--- src/rtl/multicycle_control_if.sv ---
// Handshake/control bundle between the multi-cycle MIPS control FSM and the datapath.
// master = control FSM side, slave = datapath side.
interface multicycle_control_if #(
   parameter int ALUOP_W = 4
);
   logic [5:0]         opcode;
   logic               Zero;
   logic               MemReady;
   logic               PCWrite;
   logic               IorD;
   logic               IRWrite;
   logic               MemRead;
   logic               MemWrite;
   logic               MemToReg;
   logic               RegDst;
   logic               RegWrite;
   logic               Link;
   logic               ALUSrcA;
   logic [1:0]         ALUSrcB;
   logic [ALUOP_W-1:0] ALUOp;
   logic [1:0]         PCSource;
   logic [3:0]         State;
   logic               Trap;

   modport master (
      input  opcode, Zero, MemReady,
      output PCWrite, IorD, IRWrite, MemRead, MemWrite, MemToReg, RegDst, RegWrite,
             Link, ALUSrcA, ALUSrcB, ALUOp, PCSource, State, Trap
   );

   modport slave (
      output opcode, Zero, MemReady,
      input  PCWrite, IorD, IRWrite, MemRead, MemWrite, MemToReg, RegDst, RegWrite,
             Link, ALUSrcA, ALUSrcB, ALUOp, PCSource, State, Trap
   );
endinterface

--- src/rtl/multicycle_control.sv ---
// Multi-cycle MIPS main control FSM with memory-ready timeout trap.
// Build option: CONTROL_ILLEGAL_TRAP_EN makes unlisted opcodes trap instead of executing as NOP.
//
// state    | meaning
// IDLE     | post-reset, outputs quiet, go to FETCH
// FETCH    | read instruction at PC, PC+4 into PC on MemReady
// DECODE   | compute branch target, dispatch on opcode
// MEM_ADDR | rs + imm for lw/sw
// MEM_RD   | data read at ALUOut
// MEM_WB   | MDR -> rt
// MEM_WR   | data write at ALUOut
// R_EXEC   | rs op rt
// R_WB     | ALUOut -> rd
// BRANCH   | compare rs/rt, load target on condition
// JUMP     | load jump target, link for jal
// I_EXEC   | rs op imm
// I_WB     | ALUOut -> rt
// TRAP     | halted until reset
module multicycle_control #(
   parameter int ALUOP_W     = 4,
   parameter int MEM_TIMEOUT = 15
) (
   input logic                  clock,
   input logic                  reset,
   multicycle_control_if.master bus
);

   typedef enum logic [3:0] {
      IDLE     = 4'd0,
      FETCH    = 4'd1,
      DECODE   = 4'd2,
      MEM_ADDR = 4'd3,
      MEM_RD   = 4'd4,
      MEM_WB   = 4'd5,
      MEM_WR   = 4'd6,
      R_EXEC   = 4'd7,
      R_WB     = 4'd8,
      BRANCH   = 4'd9,
      JUMP     = 4'd10,
      I_EXEC   = 4'd11,
      I_WB     = 4'd12,
      TRAP     = 4'd15
   } state_t;

   localparam logic [5:0] OP_R     = 6'b000000;
   localparam logic [5:0] OP_J     = 6'b000010;
   localparam logic [5:0] OP_JAL   = 6'b000011;
   localparam logic [5:0] OP_BEQ   = 6'b000100;
   localparam logic [5:0] OP_BNE   = 6'b000101;
   localparam logic [5:0] OP_ADDI  = 6'b001000;
   localparam logic [5:0] OP_SLTI  = 6'b001010;
   localparam logic [5:0] OP_SLTIU = 6'b001011;
   localparam logic [5:0] OP_ANDI  = 6'b001100;
   localparam logic [5:0] OP_ORI   = 6'b001101;
   localparam logic [5:0] OP_XORI  = 6'b001110;
   localparam logic [5:0] OP_LUI   = 6'b001111;
   localparam logic [5:0] OP_LW    = 6'b100011;
   localparam logic [5:0] OP_SW    = 6'b101011;

   // Counter holds the number of unanswered cycles so far; the access traps on
   // the MEM_TIMEOUT-th unanswered cycle, but a ready in that cycle still wins.
   localparam logic [7:0] WAIT_LAST = 8'(MEM_TIMEOUT - 1);

   state_t     state;
   state_t     state_nxt;
   logic [5:0] op_q;
   logic [7:0] wait_cnt;
   logic       in_wait;
   logic       timeout;

   logic       pc_write;
   logic       iord;
   logic       ir_write;
   logic       mem_read;
   logic       mem_write;
   logic       mem_to_reg;
   logic       reg_dst;
   logic       reg_write;
   logic       link;
   logic       alu_src_a;
   logic [1:0] alu_src_b;
   logic [3:0] alu_op;
   logic [1:0] pc_source;

   assign in_wait = (state == FETCH) || (state == MEM_RD) || (state == MEM_WR);
   assign timeout = in_wait && !bus.MemReady && (wait_cnt == WAIT_LAST);

   always_ff @(posedge clock or posedge reset) begin
      if (reset) begin
         state    <= IDLE;
         op_q     <= 6'd0;
         wait_cnt <= 8'd0;
      end else begin
         state <= state_nxt;
         if (state == DECODE)
            op_q <= bus.opcode;
         if (state_nxt != state)
            wait_cnt <= 8'd0;
         else if (in_wait && !bus.MemReady)
            wait_cnt <= wait_cnt + 8'd1;
      end
   end

   always_comb begin
      state_nxt = state;
      case (state)
         IDLE:     state_nxt = FETCH;
         FETCH: begin
            if (bus.MemReady)
               state_nxt = DECODE;
            else if (timeout)
               state_nxt = TRAP;
         end
         DECODE: begin
            case (bus.opcode)
               OP_LW, OP_SW:    state_nxt = MEM_ADDR;
               OP_R:            state_nxt = R_EXEC;
               OP_BEQ, OP_BNE:  state_nxt = BRANCH;
               OP_J, OP_JAL:    state_nxt = JUMP;
               OP_ADDI, OP_SLTI, OP_SLTIU, OP_ANDI,
               OP_ORI, OP_XORI, OP_LUI:
                                state_nxt = I_EXEC;
`ifdef CONTROL_ILLEGAL_TRAP_EN
               default:         state_nxt = TRAP;
`else
               default:         state_nxt = FETCH;
`endif
            endcase
         end
         MEM_ADDR: state_nxt = (op_q == OP_LW) ? MEM_RD : MEM_WR;
         MEM_RD: begin
            if (bus.MemReady)
               state_nxt = MEM_WB;
            else if (timeout)
               state_nxt = TRAP;
         end
         MEM_WB:   state_nxt = FETCH;
         MEM_WR: begin
            if (bus.MemReady)
               state_nxt = FETCH;
            else if (timeout)
               state_nxt = TRAP;
         end
         R_EXEC:   state_nxt = R_WB;
         R_WB:     state_nxt = FETCH;
         BRANCH:   state_nxt = FETCH;
         JUMP:     state_nxt = FETCH;
         I_EXEC:   state_nxt = I_WB;
         I_WB:     state_nxt = FETCH;
         TRAP:     state_nxt = TRAP;
         default:  state_nxt = TRAP;
      endcase
   end

   always_comb begin
      pc_write   = 1'b0;
      iord       = 1'b0;
      ir_write   = 1'b0;
      mem_read   = 1'b0;
      mem_write  = 1'b0;
      mem_to_reg = 1'b0;
      reg_dst    = 1'b0;
      reg_write  = 1'b0;
      link       = 1'b0;
      alu_src_a  = 1'b0;
      alu_src_b  = 2'd0;
      alu_op     = 4'b0000;
      pc_source  = 2'd0;
      case (state)
         FETCH: begin
            mem_read  = 1'b1;
            alu_src_b = 2'd1;
            ir_write  = bus.MemReady;
            pc_write  = bus.MemReady;
         end
         DECODE: begin
            alu_src_b = 2'd3;
         end
         MEM_ADDR: begin
            alu_src_a = 1'b1;
            alu_src_b = 2'd2;
         end
         MEM_RD: begin
            mem_read = 1'b1;
            iord     = 1'b1;
         end
         MEM_WB: begin
            reg_write  = 1'b1;
            mem_to_reg = 1'b1;
         end
         MEM_WR: begin
            mem_write = 1'b1;
            iord      = 1'b1;
         end
         R_EXEC: begin
            alu_src_a = 1'b1;
            alu_op    = 4'b1111;
         end
         R_WB: begin
            reg_write = 1'b1;
            reg_dst   = 1'b1;
         end
         BRANCH: begin
            alu_src_a = 1'b1;
            pc_source = 2'd1;
            if (op_q == OP_BNE) begin
               alu_op   = 4'b0101;
               pc_write = !bus.Zero;
            end else begin
               alu_op   = 4'b0100;
               pc_write = bus.Zero;
            end
         end
         JUMP: begin
            pc_write  = 1'b1;
            pc_source = 2'd2;
            if (op_q == OP_JAL) begin
               reg_write = 1'b1;
               link      = 1'b1;
            end
         end
         I_EXEC: begin
            alu_src_a = 1'b1;
            alu_src_b = 2'd2;
            case (op_q)
               OP_ADDI:  alu_op = 4'b1000;
               OP_SLTI:  alu_op = 4'b1010;
               OP_SLTIU: alu_op = 4'b1011;
               OP_ANDI:  alu_op = 4'b1100;
               OP_ORI:   alu_op = 4'b1101;
               OP_XORI:  alu_op = 4'b1110;
               OP_LUI:   alu_op = 4'b0011;
               default:  alu_op = 4'b0000;
            endcase
         end
         I_WB: begin
            reg_write = 1'b1;
         end
         default: ;
      endcase
   end

   assign bus.PCWrite  = pc_write;
   assign bus.IorD     = iord;
   assign bus.IRWrite  = ir_write;
   assign bus.MemRead  = mem_read;
   assign bus.MemWrite = mem_write;
   assign bus.MemToReg = mem_to_reg;
   assign bus.RegDst   = reg_dst;
   assign bus.RegWrite = reg_write;
   assign bus.Link     = link;
   assign bus.ALUSrcA  = alu_src_a;
   assign bus.ALUSrcB  = alu_src_b;
   assign bus.ALUOp    = ALUOP_W'(alu_op);
   assign bus.PCSource = pc_source;
   assign bus.State    = state;
   assign bus.Trap     = (state == TRAP);

endmodule

--- src/flat_wrapper.sv ---
// flat-port wrapper written by rule: the top's interface ports become plain ports
module multicycle_control_flat 
#(
   parameter int ALUOP_W     = 4,
   parameter int MEM_TIMEOUT = 15
)
  (clock, reset, bus_opcode, bus_Zero, bus_MemReady, bus_PCWrite, bus_IorD, bus_IRWrite, bus_MemRead, bus_MemWrite, bus_MemToReg, bus_RegDst, bus_RegWrite, bus_Link, bus_ALUSrcA, bus_ALUSrcB, bus_ALUOp, bus_PCSource, bus_State, bus_Trap);
  multicycle_control_if #(.ALUOP_W(ALUOP_W)) bus_i ();
  input logic clock;
  input logic reset;
  input wire logic [$bits(bus_i.opcode)-1:0] bus_opcode;
  input wire logic [$bits(bus_i.Zero)-1:0] bus_Zero;
  input wire logic [$bits(bus_i.MemReady)-1:0] bus_MemReady;
  output wire logic [$bits(bus_i.PCWrite)-1:0] bus_PCWrite;
  output wire logic [$bits(bus_i.IorD)-1:0] bus_IorD;
  output wire logic [$bits(bus_i.IRWrite)-1:0] bus_IRWrite;
  output wire logic [$bits(bus_i.MemRead)-1:0] bus_MemRead;
  output wire logic [$bits(bus_i.MemWrite)-1:0] bus_MemWrite;
  output wire logic [$bits(bus_i.MemToReg)-1:0] bus_MemToReg;
  output wire logic [$bits(bus_i.RegDst)-1:0] bus_RegDst;
  output wire logic [$bits(bus_i.RegWrite)-1:0] bus_RegWrite;
  output wire logic [$bits(bus_i.Link)-1:0] bus_Link;
  output wire logic [$bits(bus_i.ALUSrcA)-1:0] bus_ALUSrcA;
  output wire logic [$bits(bus_i.ALUSrcB)-1:0] bus_ALUSrcB;
  output wire logic [$bits(bus_i.ALUOp)-1:0] bus_ALUOp;
  output wire logic [$bits(bus_i.PCSource)-1:0] bus_PCSource;
  output wire logic [$bits(bus_i.State)-1:0] bus_State;
  output wire logic [$bits(bus_i.Trap)-1:0] bus_Trap;
  assign bus_i.opcode = bus_opcode;
  assign bus_i.Zero = bus_Zero;
  assign bus_i.MemReady = bus_MemReady;
  assign bus_PCWrite = bus_i.PCWrite;
  assign bus_IorD = bus_i.IorD;
  assign bus_IRWrite = bus_i.IRWrite;
  assign bus_MemRead = bus_i.MemRead;
  assign bus_MemWrite = bus_i.MemWrite;
  assign bus_MemToReg = bus_i.MemToReg;
  assign bus_RegDst = bus_i.RegDst;
  assign bus_RegWrite = bus_i.RegWrite;
  assign bus_Link = bus_i.Link;
  assign bus_ALUSrcA = bus_i.ALUSrcA;
  assign bus_ALUSrcB = bus_i.ALUSrcB;
  assign bus_ALUOp = bus_i.ALUOp;
  assign bus_PCSource = bus_i.PCSource;
  assign bus_State = bus_i.State;
  assign bus_Trap = bus_i.Trap;
  multicycle_control #(.ALUOP_W(ALUOP_W), .MEM_TIMEOUT(MEM_TIMEOUT)) u_core (.clock(clock), .reset(reset), .bus(bus_i));
endmodule
--- config.mk ---
export PLATFORM = sky130hd
export DESIGN_NAME = multicycle_control_flat
export DESIGN_NICKNAME = d
export VERILOG_FILES = /design/src/rtl/multicycle_control_if.sv /design/src/rtl/multicycle_control.sv /design/src/flat_wrapper.sv
export SDC_FILE = /design/constraint.sdc
export NUM_CORES = 1
export LEC_CHECK = 0
export CAP_MARGIN = 20
export CORE_ASPECT_RATIO = 1.75
export CORE_MARGIN = 1
export CORE_UTILIZATION = 57
export DETAILED_ROUTE_END_ITERATION = 10
export DONT_BUFFER_PORTS = 1
export PLACE_DENSITY = 0.77
export SKIP_LAST_GASP = 1
export SYNTH_ARGS = -nofsm -noshare
export SYNTH_HDL_FRONTEND = slang
export SYNTH_SLANG_ARGS = --single-unit
--- constraint.sdc ---
create_clock -name clock -period 1.86 [get_ports clock]
set_input_delay 0.372 -clock clock [delete_from_list [all_inputs] [get_ports clock]]
set_output_delay 0.372 -clock clock [all_outputs]
set_load 0.02 [all_outputs]
==> impl_metrics.yaml, run 1 <==
synth:
  synth-xor-area-share_pct: 5.16
  synthCells: 174
  yosys_warnings: 0
  synth_cell_type_count: 58
  synthMuxAreaShare_pct: 4.43
  synth-compound-area-share_pct: 21.4
  synth_area_um2: 1530
  synth_seq_cells: 18
  synth_top_family_by_area: "simple AND/OR/NAND/NOR gates"
  syn_area_per_cell_um2: 8.77
  synthAdderAreaFrac_pct: 2.46
  synth_seq_area_share_pct: 29.5
  synth_ff_type: "dfrtp_1"
  syn_nets: 187
  synthArstFlopShare_pct: 100
  synth_edf_count: 0
  synthSimpleGateAreaFrac_pct: 32.0
clocking:
  cts-root-buf: "clkbuf_8"
  cts_max_path_buffers: 2
  cts_buffers: 3
  cts.sinks: 18
  htree_levels: 1
floorplanning:
  ios: 33
  fp.dieH_um: 70.5
  start_util_pct: 60.5
  dieWidth_um: 41.1
  rows: 24
placed_design:
  dpl_worst_slack_ns: -0.330
  dpl.hpwl_mm: 3.89
  place_congestion: 0.869
  port_buffers: 0
run_status:
  status: "aborted with a tool error"
  haltStage: "global routing"
  firstError: "[ERROR DPL-0038] Utilization greater than 100%, impossible to legalize"
global_route:
  grt_max_degree: 19
sta:
  worst_endpoint: "u_core.wait_cnt[0]$_DFFE_PP0P_/D"
  endpoint_type: "sequential cell input"
what timing repair did:
action                                  in CTS
endpoints found under the setup margin      25
gates cloned                                 0
hold buffers                                 0
setup buffers                                9
gates resized for setup                     34
pin swaps                                    5
Yosys cell counts, types with 4 or more instances:
master | count | area (um^2)
o21ai_0 | 7 | 35.0
buf_2 | 5 | 25.0
nor2b_1 | 5 | 31.3
dfrtp_1 | 18 | 450
a21oi_1 | 6 | 30.0
nand2b_1 | 4 | 25.0
nor3_1 | 14 | 70.1
xor2_1 | 6 | 52.6
nand3_1 | 7 | 35.0
mux2_2 | 5 | 56.3
inv_1 | 7 | 26.3
nand2_1 | 11 | 41.3
nor2_1 | 19 | 71.3
stage by stage:
| step | area, um^2 | setup TNS (ns) | std cells |
|---|---|---|---|
| 2_1_floorplan | 1620 | -1.46 | 174 |
| 3_3_place_gp | 2140 | -1.92 | 263 |
| 3_5_place_dp | 2140 | -3.07 | 263 |
| 4_1_cts | 2390 | -4.11 | 276 |
kinds of logic after synthesis:
kind of cell             after synthesis
adder cells (fa/ha/maj)                3
AND/OR/NAND/NOR                       85
AO/OA/AOI/OAI                         38
buffers and inverters                 15
multiplexers                           6
flip-flops                            18
XOR/XNOR                               9
==> run 2, diff against run 1 <==
--- a/config.mk
+++ b/config.mk
@@ -6,12 +6,11 @@
 export NUM_CORES = 1
 export LEC_CHECK = 0
 export CAP_MARGIN = 20
-export CORE_ASPECT_RATIO = 1.75
 export CORE_MARGIN = 1
-export CORE_UTILIZATION = 57
+export CORE_UTILIZATION = 40
 export DETAILED_ROUTE_END_ITERATION = 10
 export DONT_BUFFER_PORTS = 1
-export PLACE_DENSITY = 0.77
+export PLACE_DENSITY_LB_ADDON = 0.15
 export SKIP_LAST_GASP = 1
 export SYNTH_ARGS = -nofsm -noshare
 export SYNTH_HDL_FRONTEND = slang
==> constraint.sdc (replaced) <==
create_clock -name clock -period 2.42 [get_ports clock]
set_input_delay 0.484 -clock clock [delete_from_list [all_inputs] [get_ports clock]]
set_output_delay 0.484 -clock clock [all_outputs]
set_load 0.02 [all_outputs]
==> run 2 against run 1 <==
  * The flow now finishes without violations
  * Synthesized cell count stayed put
  * Area after synthesis stayed put
==> impl_metrics.yaml, run 2 <==
setup_path:
  cp_max_fo: 8
  worstReg2RegEnd: "u_core.wait_cnt[1]"
  crit_cells: 5
  critPathMaxStageDelay_ns: 0.51
  cp_top_family: "simple AND/OR/NAND/NOR gates"
  ff2ff_path_depth: 7
  slowest_stage: "or4_4"
  critPathRequiredTime_ns: 1.94
  rrSetupSlack_ns: 0.18
  crit_chain: "nand2b_4 -> or4_4 -> o21ai_1 -> nand2b_1 -> a21oi_4"
  critPathKind: "reg -> out"
  setup.worst_path.start_class: "flop"
  crit_arrival_ns: 1.86
  crit_buf_inv: 0
  reg2reg_from: "u_core.bus.State[2]"
  endpoint_kind: "output port"
detailed_routing:
  routedWlPerCell_um: 16.3
  drt-total-wl_mm: 3.87
  dr.pass1.iters: 4
  drt-vias-per-instance: 5.76
  drtAntennaViolNets: 0
  remaining_drc_errors: 0
  vias: 1364
  drt_iter0_markers: 127
synth:
  post-synth-top-count-cell: "nor2_1"
  synthArstFlopShare_pct: 100
  ys_top_cells_by_area: "dfrtp_1, nor2_1, nor3_1, mux2_2, a2111oi_4"
  synth_seq_area_share_pct: 29.5
  synth.largest_area_cell: "dfrtp_1"
  syn_nets: 187
  synth_area_um2: 1530
  synthCells: 174
  syn_area_per_cell_um2: 8.77
  synth.top_cell.area_share_pct: 29.5
  synth_cell_type_count: 58
  yosys_warnings: 0
  ys_top_cells_by_count: "nor2_1, dfrtp_1, nor3_1"
  synth_ff_type: "dfrtp_1"
  synth_edf_count: 0
  synth_seq_cells: 18
finish:
  final_cell_mix: "buf_4, nor2_1, dfrtp_1"
  drive_gt1_share_pct: 25.9
  largest_reg_flops: 8
  areaGrowthSynthToFinish_pct: 15.2
  layoutNonFillerInstCount: 237
  final_common_cell: "buf_4"
  post-route-util_pct: 48.1
  regMostFlops: "u_core.wait_cnt"
  final_area_um2: 1760
  nFillCells: 361
  nets: 203
  regArea_um2: 452
  multi_input_area_um2: 1020
  antenna_cells: 0
sta:
  worst_slack_ns: 0.0711
  fin_crit_ns: 2.35
  report.final.slew_viol_count: 0
  finalSetupTns_ns: 0
  fin_skew_ns: 0.00106
  tightest_slew_ns: 0.735
  hold_slack_ns: 0.237
  hold_viol: 0
  setup_viol: 0
  timing.final.crit_share_pct: 97.1
  clock.fmax_mhz: 426
  slew_headroom_pct: 51.0
  rsz0062_at_grt: "yes"
placed_design:
  place_area_um2: 1680
  dpl_worst_slack_ns: -0.0121
  dpl.hpwl_mm: 2.95
  place_congestion: 0.795
  port_buffers: 0
  post-place-cells: 233
floorplanning:
  fp.dieH_um: 63.8
  rows: 22
  start_util_pct: 41.7
  die-area_um2: 4070
  ios: 33
  dieWidth_um: 63.8
  core_area_um2: 3660
clocking:
  clkTransAtPathRegs_ns: 0.07
  cts-root-buf: "clkbuf_8"
  cts_tree: "built"
  worstSkewPairLatency_ns: 0.25
  post-cts-setup-buffer-count: 0
  postCtsHoldBufs: 0
  cts_max_path_buffers: 2
  cts.sinks: 18
  cts_buffers: 3
  htree_levels: 1
min_path:
  hold_path_class: "in -> async"
run_status:
  status: "finished clean"
power_and_ir_drop:
  peakVddDrop_mv: 0.534
  p_leak_nw: 0.738
  p_total_mw: 2.14
  power_density_nw_per_um2: 1220
global_route:
  grt_overflow: 0
  grt_pass1_vias: 1350
  grt_max_degree: 19
  groute.usage.overall_pct: 20.9
  grt_first_pass_wirelength_mm: 6.60
  antenna_found_initial: 0
run:
  maxCapViolCount: 0
[run 2: cell counts after synthesis]
No cell type changed its count.
[run 2: repair_timing]
action | in CTS | in global routing
resized for setup | 5 | 2
pin swaps | 1 | 1
endpoints found under the setup margin | 1 | 2
[run 2: power by group]
| part | internal, mW | total, mW | switching, mW |
|---|---|---|---|
| clock | 0.145 | 0.251 | 0.106 |
| sequential | 0.393 | 0.515 | 0.123 |
| combinational | 0.516 | 1.38 | 0.860 |
[run 2: area by class of cell]
class,instances,share of cell area (%)
repair buffers,19,8.11
inverters,7,1.49
well taps,48,3.41
flip-flops and latches,18,25.7
clock buffers,4,3.13
multi-input cells,141,58.2
[run 2: routing by layer]
layer  global-route usage, %  vias up  routed length [um]
li1                        -      661                   -
met3                    3.75       11                 223
met2                    33.0       47                1780
met5                       0        -                   0
met4                    7.67        0                  93
met1                    28.4      645                1780
[run 2: how the worst max path moves through the flow]
stage,startpoint,to,slack [ns]
2_1_floorplan,u_core.bus.State[2],bus_ALUOp[2],0.02
3_3_place_gp,bus_opcode[2],u_core.wait_cnt[0],0.05
3_5_place_dp,bus_opcode[2],u_core.wait_cnt[3],-0.01
4_1_cts,u_core.bus.State[2],bus_ALUOp[2],0.002
5_1_grt,u_core.bus.State[2],bus_ALUOp[2],-0.02
6_report,u_core.bus.State[2],bus_ALUOp[2],0.07
[run 2: cell families (layout without fill, tap and decap cells)]
group / count (synthesis) / in the layout / share of synthesized area [%]
simple gates: 85 / 85 / 32.0
compound gates: 38 / 38 / 21.4
flops: 18 / 18 / 29.5
buf+inv: 15 / 30 / 5.08
xor+xnor: 9 / 9 / 5.16
mux: 6 / 6 / 4.43
fa+ha+maj: 3 / 3 / 2.46
Note: power is estimated with default switching activity, not from simulation.
